<file path="config.mk">
export PLATFORM = sky130hd
export DESIGN_NAME = hazard_sequencer
export DESIGN_NICKNAME = d
export VERILOG_FILES = /design/src/rtl/hazard_sequencer.sv
export SDC_FILE = /design/constraint.sdc
export NUM_CORES = 1
export LEC_CHECK = 0
export ABC_CLOCK_PERIOD_IN_PS = 3650
export CAP_MARGIN = 25
export CORE_UTILIZATION = 42
export CTS_BUF_LIST = sky130_fd_sc_hd__clkbuf_4 sky130_fd_sc_hd__clkbuf_8 sky130_fd_sc_hd__clkbuf_16
export DETAILED_ROUTE_END_ITERATION = 8
export PLACE_DENSITY = 0.93
export RECOVER_POWER = 50
export SYNTH_ARGS = -nofsm -noshare
export SYNTH_HDL_FRONTEND = slang
export SYNTH_SLANG_ARGS = --single-unit
export TNS_END_PERCENT = 30
</file>
<file path="constraint.sdc">
create_clock -name clk -period 3.65 [get_ports clk]
set_input_delay 0.365 -clock clk [delete_from_list [all_inputs] [get_ports clk]]
set_output_delay 0.365 -clock clk [all_outputs]
set_load 0.01 [all_outputs]
</file>
<file path="src/rtl/hazard_sequencer.sv">
// Pipeline control sequencer for the 5-stage core: load-use stalls, mispredict
// flushes, data-memory wait freezes with timeout, and ECALL-halt draining.
module hazard_sequencer #(
  parameter int DRAIN_CYCLES = 3,
  parameter int MEM_TIMEOUT  = 64
) (
  input  logic        clk,
  input  logic        reset,
  input  logic [31:0] instruction_if_id,
  input  logic [31:0] instruction_id_ex,
  input  logic        mem_read_id_ex,
  input  logic        is_halt_id,
  input  logic        branch_mispredict_ex,
  input  logic        dmem_req_ex_mem,
  input  logic        dmem_ready,
  output logic        pc_write,
  output logic        if_id_write,
  output logic        if_id_flush,
  output logic        id_ex_bubble,
  output logic        pipeline_freeze,
  output logic        is_halted,
  output logic        mem_error,
  output logic [15:0] stall_count
);

  typedef enum logic [1:0] {
    RUN    = 2'd0,
    DRAIN  = 2'd1,
    HALTED = 2'd2
  } state_t;

  localparam logic [6:0] OP_LUI    = 7'b0110111;
  localparam logic [6:0] OP_AUIPC  = 7'b0010111;
  localparam logic [6:0] OP_JAL    = 7'b1101111;
  localparam logic [6:0] OP_REG    = 7'b0110011;
  localparam logic [6:0] OP_STORE  = 7'b0100011;
  localparam logic [6:0] OP_BRANCH = 7'b1100011;

  localparam logic [3:0] DRAIN_RELOAD = 4'(DRAIN_CYCLES);
  localparam logic [7:0] WAIT_LAST    = 8'(MEM_TIMEOUT - 1);

  state_t      state;
  logic [3:0]  drain_cnt;
  logic [7:0]  wait_cnt;

  logic [6:0]  opcode_id;
  logic [4:0]  rs1_id;
  logic [4:0]  rs2_id;
  logic [4:0]  rd_ex;
  logic        rs1_used;
  logic        rs2_used;
  logic        load_use;
  logic        mem_wait;
  logic        halt_accept;
  logic        timeout;

  assign opcode_id = instruction_if_id[6:0];
  assign rs1_id    = instruction_if_id[19:15];
  assign rs2_id    = instruction_if_id[24:20];
  assign rd_ex     = instruction_id_ex[11:7];

  assign rs1_used = !(opcode_id == OP_LUI || opcode_id == OP_AUIPC || opcode_id == OP_JAL);
  assign rs2_used = (opcode_id == OP_REG) || (opcode_id == OP_STORE) || (opcode_id == OP_BRANCH);

  // x0 is never a real dependency, so a load into x0 cannot cause a stall.
  assign load_use = mem_read_id_ex && (rd_ex != 5'd0) &&
                    ((rs1_used && rs1_id == rd_ex) || (rs2_used && rs2_id == rd_ex));

  assign mem_wait    = dmem_req_ex_mem && !dmem_ready;
  assign halt_accept = (state == RUN) && !mem_wait && !branch_mispredict_ex &&
                       !load_use && is_halt_id;
  assign timeout     = (state != HALTED) && mem_wait && (wait_cnt == WAIT_LAST);
  assign is_halted   = (state == HALTED);

  always_comb begin
    // NOTE: every output gets a default before the case so no path can infer a latch.
    pc_write        = 1'b1;
    if_id_write     = 1'b1;
    if_id_flush     = 1'b0;
    id_ex_bubble    = 1'b0;
    pipeline_freeze = 1'b0;
    unique case (state)
      RUN: begin
        if (mem_wait) begin
          pipeline_freeze = 1'b1;
          pc_write        = 1'b0;
          if_id_write     = 1'b0;
        end else if (branch_mispredict_ex) begin
          if_id_flush  = 1'b1;
          id_ex_bubble = 1'b1;
        end else if (load_use) begin
          pc_write     = 1'b0;
          if_id_write  = 1'b0;
          id_ex_bubble = 1'b1;
        end
      end
      DRAIN: begin
        pc_write        = 1'b0;
        if_id_write     = 1'b0;
        // A frozen drain cycle holds ID/EX too, so no bubble is inserted then.
        id_ex_bubble    = !mem_wait;
        pipeline_freeze = mem_wait;
      end
      HALTED: begin
        pc_write        = 1'b0;
        if_id_write     = 1'b0;
        pipeline_freeze = 1'b1;
      end
      default: begin
        pc_write    = 1'b0;
        if_id_write = 1'b0;
      end
    endcase
  end

  // NOTE: sequential state uses non-blocking assignments so every register samples pre-edge values.
  always_ff @(posedge clk or posedge reset) begin
    if (reset) begin
      state       <= RUN;
      drain_cnt   <= DRAIN_RELOAD;
      wait_cnt    <= 8'd0;
      stall_count <= 16'd0;
      mem_error   <= 1'b0;
    end else begin
      if (state != HALTED && !pc_write && stall_count != 16'hFFFF)
        stall_count <= stall_count + 16'd1;

      if (state != HALTED && mem_wait)
        wait_cnt <= wait_cnt + 8'd1;
      else
        wait_cnt <= 8'd0;

      unique case (state)
        RUN: begin
          if (timeout) begin
            mem_error <= 1'b1;
            state     <= HALTED;
          end else if (halt_accept) begin
            drain_cnt <= DRAIN_RELOAD;
            state     <= DRAIN;
          end
        end
        DRAIN: begin
          if (timeout) begin
            mem_error <= 1'b1;
            state     <= HALTED;
          end else if (!mem_wait) begin
            if (drain_cnt == 4'd1)
              state <= HALTED;
            else
              drain_cnt <= drain_cnt - 4'd1;
          end
        end
        HALTED: ;
        default: state <= RUN;
      endcase
    end
  end

endmodule
</file>
==> flow_summary.toml, run 1 <==
[clocking]
cts-root-buf = "clkbuf_8"
clk_latency_ns = 0.29
clockBufferDepth = 2
cts_resized = 0
cts.clk_slew.worst_paths_ns = 0.06
numCtsBuffers = 5
cts_sinks = 31
htreeDepth = 2
cts_hold_buf = 0
cts_setup_buffers = 0
cts_tree = "done"

[finish]
fillers = 331
antennaDiodeCount = 0
syn_to_final_growth_pct = 35.6
nNetsFinal = 313
drive_gt1_frac = 0.0711
final-instance-count-excl-fill = 289

[drt]
firstDrtPassIters = 4
vias = 1540
drcViolationCount = 0
drt_iter0_drc = 32
wirelength_um = 4020
vias_per_cell = 5.33
wire_per_inst_um = 13.9
ant_nets = 0

[die]
core.rowCount = 23
chipWidth_um = 67.2
die_area_um2 = 4520
die_h_um = 67.2
ios = 94
core-area_um2 = 4030
start_util = 0.443

[placed_design]
dpl.hpwl_um = 3000
port_buffers = 51
place_inst = 281
gp_congestion = 0.808

[yosys]
syn-num-nets = 259
yosysWarnings = 0
syn_area_um2 = 1790
yosysSeqAreaShare = 0.436
synth_top_flop_cell = "dfrtp_1"
postSynthAreaPerCell_um2 = 9.71
yosys_register_bits = 31
synth_edf_count = 0
synth_cell_type_count = 41
synthArstFlopShare = 1.00
syn-instance-count = 184

[hold_path]
hold_depth = 1
holdCritPathClass = "reg2reg"

[critical_path]
path_max_fanout = 17
critPathCapture = "if_id_write"
rr_worst_depth = 5
worst_setup_path_end_kind = "output port"
path_buf_inv = 2
max_stage_delay_ns = 0.63
r2r_end = "stall_count[1]"
cp-start-kind = "primary input"
r2r_slack_ns = 1.58
startpoint = "instruction_id_ex[8]"
cp.depth = 6
crit_required_ns = 3.28
cp_slowest_cell = "clkdlybuf4s50_1"
cp_data_arrival_time_ns = 2.82
path_class = "in2out"
cp_top_family = "buffers and inverters"
rr_startpoint = "state[0]"
cp_cell_sequence = "clkdlybuf4s50_1 -> or4_1 -> o21ai_0 -> o21ai_0 -> a21bo_2 -> clkdlybuf4s50_1"

[sta]
hold_viol = 0
relSlewSlack = -0.0881
drv_slew = 32
rsz0062_at_grt = "false"
min_period_ns = 3.19
fin_crit_sh = 0.873
worst_pin_slew_ns = 1.63
setup_viol = 0
timing.fmax_mhz = 314
setup_tns_ns = 0
clock_skew_ns = 0.00400

[pwr]
leakage_nw = 1.08
power.density_nw_per_um2 = 558
seqPwrFrac = 0.388
clkPwrFrac = 0.204
ir_drop_mv = 0.399
internal-power_w = 0.000849
p_switching_w = 0.000502
p_comb_frac = 0.407
p_sw_frac = 0.372

[status]
violations = "max-capacitance violations, max-slew violations"
outcome = "complete, but fails checks"

[global_route]
first_global_vias = 1492
grt_pass1_wl_um = 6590
antenna_found_initial = 0
grt_start_max_net_pins = 32
grt.total_usage = 0.198
overflow = 0

[job]
maxCapViolCount = 1
## logic make-up (layout without fill, tap and decap cells)
logic type,after synthesis,count (layout),share of synthesized area
and+or+nand+nor,86,86,0.268
xor gates and xnor gates,33,33,0.162
DFF,31,31,0.436
AOI/OAI and AO/OA,17,17,0.0693
buffers and inverters,12,67,0.0315
adders and majority gates,4,4,0.0280
muxes,1,1,0.00630
## how the worst min path moves through the flow
stage,start,end,slack (ns)
2_1_floorplan,wait_cnt[0],wait_cnt[0],0.45
3_3_place_gp,mem_error,mem_error,0.46
3_5_place_dp,mem_error,mem_error,0.47
4_1_cts,reset,stall_count[15],0.46
5_1_grt,wait_cnt[0],wait_cnt[0],0.50
6_report,mem_error,mem_error,0.47
## layer usage
layer / vias to the layer above / wire length [µm] / GRT usage
li1: 750 / - / -
met1: 760 / 1720 / 0.238
met2: 26 / 2080 / 0.339
met3: 4 / 167 / 0.0524
met4: 0 / 46 / 0.0691
met5: - / 0 / 0
## synthesized netlist by cell type (2+ instances only)
cell / instances / area [µm²]
nor4_1: 3 / 18.8
xor2_1: 24 / 210
o21ai_0: 6 / 30.0
o311a_1: 2 / 20.0
nand3_1: 10 / 50.1
inv_1: 7 / 26.3
nor4b_1: 2 / 17.5
xnor2_1: 9 / 78.8
dfrtp_1: 29 / 726
nor2_1: 19 / 71.3
nor3_1: 9 / 45.0
nor4_4: 2 / 42.5
and3_1: 7 / 43.8
clkbuf_1: 3 / 11.3
nand4_1: 4 / 25.0
dfstp_2: 2 / 52.6
nor3b_1: 2 / 15.0
and2_1: 3 / 18.8
nand2_1: 15 / 56.3
or3_1: 2 / 12.5
ha_1: 4 / 50.1
## layout by cell type (no fill, tap or decap), drive strengths merged, types with 2 or more instances in the layout
cell	count
or3	2
xnor2	9
dlygate4sd3	11
ha	4
nor4b	2
and3	7
xor2	24
nand3	10
dfstp	2
o311a	2
nand2	15
inv	7
nand4	4
nor3	9
and2	4
nor2	19
dfrtp	29
clkbuf	8
o21ai	6
clkdlybuf4s50	40
nor3b	2
nor4	6
## sequential cells by signal (all words and copies together) (netlist names)
register	cells
drain_cnt	4
mem_error	1
stall_count	16
state	2
wait_cnt	8
## area by class of cell
type / count / area (µm²) / area share
Clock buffer: 7 / 83.8 / 0.0346
Tap cell: 50 / 62.6 / 0.0258
Timing Repair Buffer: 52 / 514 / 0.212
Multi-Input combinational cell: 141 / 952 / 0.393
Clock inverter: 1 / 5.00 / 0.00207
Sequential cell: 31 / 778 / 0.321
Inverter: 7 / 26.3 / 0.0108
## per-stage QoR
stage	worst slack, ns	area (µm²)	power [W]	util	hold WS [ns]
floorplan	1.57	1790	0.000856	-	0.448
global placement	0.551	2340	0.00106	0.580	0.460
global route	0.332	2420	0.00143	0.601	0.500
CTS	0.447	2430	0.00137	0.602	0.458
detailed placement	0.519	2340	0.00108	0.580	0.465
finish	0.463	2420	0.00135	0.601	0.471
## power by group through the flow
stage,registers (W),logic [W],clock network (W)
3_3_place_gp,0.000523,0.000535,0
4_1_cts,0.000523,0.000562,0.000281
6_report,0.000525,0.000550,0.000276
5_1_grt,0.000535,0.000603,0.000292
3_5_place_dp,0.000527,0.000555,0
2_1_floorplan,0.000509,0.000348,0
(Power assumes the default switching activity.)
==> run 2: changes to the inputs <==
--- a/config.mk
+++ b/config.mk
@@ -5,12 +5,13 @@
 export SDC_FILE = /design/constraint.sdc
 export NUM_CORES = 1
 export LEC_CHECK = 0
-export ABC_CLOCK_PERIOD_IN_PS = 3650
+export ABC_CLOCK_PERIOD_IN_PS = 3200
 export CAP_MARGIN = 25
-export CORE_UTILIZATION = 42
+export CORE_UTILIZATION = 39
 export CTS_BUF_LIST = sky130_fd_sc_hd__clkbuf_4 sky130_fd_sc_hd__clkbuf_8 sky130_fd_sc_hd__clkbuf_16
 export DETAILED_ROUTE_END_ITERATION = 8
-export PLACE_DENSITY = 0.93
+export HOLD_SLACK_MARGIN = 0.06
+export PLACE_DENSITY = 0.88
 export RECOVER_POWER = 50
 export SYNTH_ARGS = -nofsm -noshare
 export SYNTH_HDL_FRONTEND = slang
==> constraint.sdc (replaced) <==
create_clock -name clk -period 3.2 [get_ports clk]
set_input_delay 0.32 -clock clk [delete_from_list [all_inputs] [get_ports clk]]
set_output_delay 0.32 -clock clk [all_outputs]
set_load 0.01 [all_outputs]
==> flow_summary.toml, run 2 (synthesis results as in run 1) <==
[placed_design]
place_area_um2 = 2350
port_buffers = 51
dpl.hpwl_um = 3040
gp_congestion = 0.818
place_inst = 284

[finish]
mostFrequentLayoutCells = "46 x clkdlybuf4s50_1, 29 x dfrtp_1, 24 x xor2_1, 19 x nor2_1, 15 x nand2_1"
final-instance-count-excl-fill = 292
regArea_um2 = 778
nNetsFinal = 314
drive_gt1_frac = 0.0750
syn_to_final_growth_pct = 36.1
antennaDiodeCount = 0
fin_area_um2 = 2430
top_register = "stall_count"
fillers = 379
multi_input_area_um2 = 952
reg.largest.list = "stall_count x16, wait_cnt x8, drain_cnt x4"
final_common_cell = "clkdlybuf4s50_1"
largest_reg_flops = 16

[critical_path]
crit_required_ns = 2.88
worst_setup_path_end_kind = "output port"
path_class = "in2out"
cp_data_arrival_time_ns = 2.59
path_max_fanout = 3
cp-start-kind = "primary input"

[sta]
worst_pin_slew_ns = 1.61
clock_skew_ns = 0.00852
min_period_ns = 2.91
setup_viol = 0
rsz0062_at_grt = "false"
setup_tns_ns = 0
hold_viol = 0
drv_slew = 32
fin_crit_sh = 0.910
timing.fmax_mhz = 343
relSlewSlack = -0.0759

[pwr]
p_comb_frac = 0.414
clkPwrFrac = 0.200
p_sw_frac = 0.367
seqPwrFrac = 0.386
leakage_nw = 1.07
power.density_nw_per_um2 = 638
internal-power_w = 0.000982
ir_drop_mv = 0.472
p_switching_w = 0.000570

[clocking]
numCtsBuffers = 5
cts_resized = 0
cts-root-buf = "clkbuf_8"
clockBufferDepth = 2
htreeDepth = 2
cts.clk_slew.worst_paths_ns = 0.07
cts_hold_buf = 0
cts_sinks = 31
cts_tree = "done"
cts_setup_buffers = 0
clk_latency_ns = 0.28

[die]
chipWidth_um = 69.7
start_util = 0.408
ios = 94
die_area_um2 = 4860
core.rowCount = 24
core-area_um2 = 4380
die_h_um = 69.7

[global_route]
first_global_vias = 1588
antenna_found_initial = 0
grt.total_usage = 0.181
overflow = 0
grt_start_max_net_pins = 32
grt_pass1_wl_um = 7180

[drt]
wirelength_um = 4000
drcViolationCount = 0
drt_iter0_drc = 54
wire_per_inst_um = 13.7
vias_per_cell = 5.16
firstDrtPassIters = 4
vias = 1508
ant_nets = 0

[job]
maxCapViolCount = 1

[hold_path]
holdCritPathClass = "reg2reg"

[status]
violations = "max-capacitance violations, max-slew violations"
outcome = "complete, but fails checks"
==> run 2: changes by cell type in the layout (fill, tap and decap cells not counted), sizes merged <==
cell | before | now
dlygate4sd3 | 11 | 5
buf | 0 | 1
clkdlybuf4s50 | 40 | 46
==> run 2: final timing paths <==
kind | startpoint | endpoint | slack (ns) | cells past startpoint
worst min register to register | mem_error | mem_error | 0.47 | 1
min in group asynchronous | reset | wait_cnt[1] | 1.03 | 3
worst min-delay path | mem_error | mem_error | 0.47 | 1
max in group asynchronous | reset | stall_count[15] | 1.23 | 3
worst max-delay path | instruction_if_id[5] | id_ex_bubble | 0.29 | 7
worst max register to register | state[0] | stall_count[1] | 1.12 | 6
==> run 2: layout make-up <==
cell class,count,area share
multi-input cells,141,0.391
flip-flops and latches,31,0.320
repair buffers,53,0.215
clock buffers,7,0.0345
well taps,52,0.0267
inverters,7,0.0108
clock inverters,1,0.00206
==> run 2: worst max-delay path, stage by stage <==
cell and delay, ns:
clkdlybuf4s50_1 0.47, or3b_1 0.36, nor4_2 0.33, nand4_1 0.14
a21o_1 0.22, a21boi_0 0.16, clkdlybuf4s50_1 0.58
==> run 2: power groups by stage <==
stage	clock (W)	combinational, W	sequential [W]
after detailed placement	0	0.000645	0.000599
after floorplan	0	0.000397	0.000580
final	0.000310	0.000643	0.000599
after global routing	0.000337	0.000703	0.000613
after global placement	0	0.000627	0.000594
after CTS	0.000319	0.000652	0.000597
==> run 2: per-stage QoR <==
| step | hold WS, ns | power [W] | worst slack [ns] | util |
|---|---|---|---|---|
| 3_5_place_dp | 0.478 | 0.00124 | 0.292 | 0.535 |
| 6_report | 0.473 | 0.00155 | 0.288 | 0.555 |
| 4_1_cts | 0.415 | 0.00157 | 0.288 | 0.556 |
| 3_3_place_gp | 0.457 | 0.00122 | 0.358 | 0.535 |
| 5_1_grt | 0.506 | 0.00165 | 0.142 | 0.555 |
| 2_1_floorplan | 0.422 | 0.000977 | 1.18 | - |
==> run 2: per-layer routing <==
metal  vias up  wire (µm)  GRT usage
met5         -          0          0
met4         0         31     0.0556
met3         4        174     0.0494
met2        36       2080      0.316
li1        747          -          -
met1       721       1720      0.218
==> run 3: changes to the inputs <==
--- a/config.mk
+++ b/config.mk
@@ -7,11 +7,11 @@
 export LEC_CHECK = 0
 export ABC_CLOCK_PERIOD_IN_PS = 3200
 export CAP_MARGIN = 25
-export CORE_UTILIZATION = 39
+export CORE_UTILIZATION = 25
 export CTS_BUF_LIST = sky130_fd_sc_hd__clkbuf_4 sky130_fd_sc_hd__clkbuf_8 sky130_fd_sc_hd__clkbuf_16
 export DETAILED_ROUTE_END_ITERATION = 8
 export HOLD_SLACK_MARGIN = 0.06
-export PLACE_DENSITY = 0.88
+export PLACE_DENSITY = 0.63
 export RECOVER_POWER = 50
 export SYNTH_ARGS = -nofsm -noshare
 export SYNTH_HDL_FRONTEND = slang
==> flow_summary.toml, run 3 (synthesis results as in run 1) <==
[die]
ios = 94
core.rowCount = 30
die_h_um = 86.5
start_util = 0.262
die_area_um2 = 7490
core-area_um2 = 6830
chipWidth_um = 86.5

[drt]
ant_nets = 0
firstDrtPassIters = 4
vias = 1497
drt_iter0_drc = 53
wire_per_inst_um = 11.5
drcViolationCount = 0
wirelength_um = 3850
vias_per_cell = 4.47

[clocking]
cts_setup_buffers = 0
cts_hold_buf = 0
cts_sinks = 31
numCtsBuffers = 5
htreeDepth = 2
clk_latency_ns = 0.28
cts-root-buf = "clkbuf_8"
cts_resized = 0
clockBufferDepth = 2
cts_tree = "done"
cts.clk_slew.worst_paths_ns = 0.06

[sta]
min_period_ns = 2.88
drv_slew = 32
rsz0062_at_grt = "false"
worst_pin_slew_ns = 1.70
clock_skew_ns = 0.00789
fin_crit_sh = 0.900
setup_viol = 0
relSlewSlack = -0.131
hold_viol = 0
timing.fmax_mhz = 347
setup_tns_ns = 0
fin_ws_ns = 0.321

[pwr]
leakage_nw = 1.08
ir_drop_mv = 0.531
seqPwrFrac = 0.386
internal-power_w = 0.000976
power.density_nw_per_um2 = 617
p_switching_w = 0.000557
finalPower_w = 0.00153
p_sw_frac = 0.363
p_comb_frac = 0.411
clkPwrFrac = 0.203

[job]
maxCapViolCount = 1

[finish]
regArea_um2 = 778
antennaDiodeCount = 0
multi_input_area_um2 = 952
reg.largest.list = "stall_count x16, wait_cnt x8, drain_cnt x4"
final_common_cell = "clkdlybuf4s50_1"
largest_reg_flops = 16
syn_to_final_growth_pct = 39.1
mostFrequentLayoutCells = "42 x clkdlybuf4s50_1, 29 x dfrtp_1, 24 x xor2_1, 19 x nor2_1, 15 x nand2_1"
finish.utilization = 0.364
nNetsFinal = 314
fillers = 729
drive_gt1_frac = 0.0711
top_register = "stall_count"

[critical_path]
cp-start-kind = "primary input"
cp_cell_sequence = "clkdlybuf4s50_1 -> or3b_1 -> nor4_2 -> nand4_1 -> a21o_1 -> a21boi_0 -> clkdlybuf4s50_1"
max_stage_delay_ns = 0.57
path_class = "in2out"
r2r_slack_ns = 1.24
crit_top_cell = "clkdlybuf4s50_1"
worst_setup_path_end_kind = "output port"
path_max_fanout = 3
crit_required_ns = 2.88
cp_data_arrival_time_ns = 2.56
cp_slowest_cell = "clkdlybuf4s50_1"

[status]
outcome = "complete, but fails checks"
violations = "max-capacitance violations, max-slew violations"

[global_route]
grt_start_max_net_pins = 32
antenna_found_initial = 0
first_global_vias = 1451
overflow = 0
grt.total_usage = 0.114
grt_pass1_wl_um = 6600

[hold_path]
holdCritPathClass = "reg2reg"

[placed_design]
dpl.hpwl_um = 2850
port_buffers = 51
gp_congestion = 0.762
pre_cts_slack_ns = 0.312
-- run 3: cell count changes in the layout (fill, tap and decap cells not counted), sizes merged --
| cell | previous run | this run |
|---|---|---|
| clkbuf | 8 | 7 |
| clkdlybuf4s50 | 46 | 42 |
| dlygate4sd3 | 5 | 9 |
-- run 3: cell type report --
cell class / count / share of cell area
multi-input cells: 141 / 0.383
flip-flops and latches: 31 / 0.313
clock inverters: 1 / 0.00201
well taps: 96 / 0.0483
clock buffers: 6 / 0.0332
repair buffers: 53 / 0.210
inverters: 7 / 0.0106
-- run 3: power by group through the flow --
stage / clock network, W / logic, W / registers, W
after floorplan: 0 / 0.000397 / 0.000580
after global placement: 0 / 0.000638 / 0.000596
after detailed placement: 0 / 0.000644 / 0.000597
after CTS: 0.000322 / 0.000647 / 0.000592
after global routing: 0.000344 / 0.000689 / 0.000608
final: 0.000310 / 0.000630 / 0.000592
-- run 3: worst max-delay path, delay by kind of cell --
family | cells | cell delay [ns]
buffers and inverters | 2 | 1.04
AND/OR/NAND/NOR | 3 | 0.80
AO/OA/AOI/OAI | 2 | 0.40
-- run 3: metal layers --
metal | wire length (µm) | GRT usage | vias up
li1 | - | - | 756
met1 | 1930 | 0.144 | 697
met2 | 1600 | 0.178 | 39
met3 | 273 | 0.0410 | 5
met4 | 43 | 0.0409 | 0
met5 | 0 | 0 | -
-- run 3: metrics by stage --
stage / hold WS [ns] / instance area [µm²] / instances
finish: 0.473 / 2490 / 335
global placement: 0.465 / 2400 / 328
detailed placement: 0.465 / 2400 / 328
CTS: 0.440 / 2490 / 335
global route: 0.511 / 2490 / 335
floorplan: 0.422 / 1790 / 184
-- run 3: worst paths after layout --
kind / startpoint / end / cells past startpoint
worst max-delay path: instruction_if_id[5] / id_ex_bubble / 7
worst min-delay path: mem_error / mem_error / 1
worst max register to register: stall_count[8] / stall_count[1] / 6
worst min register to register: mem_error / mem_error / 1
max in group asynchronous: reset / drain_cnt[2] / 3
min in group asynchronous: reset / wait_cnt[5] / 3
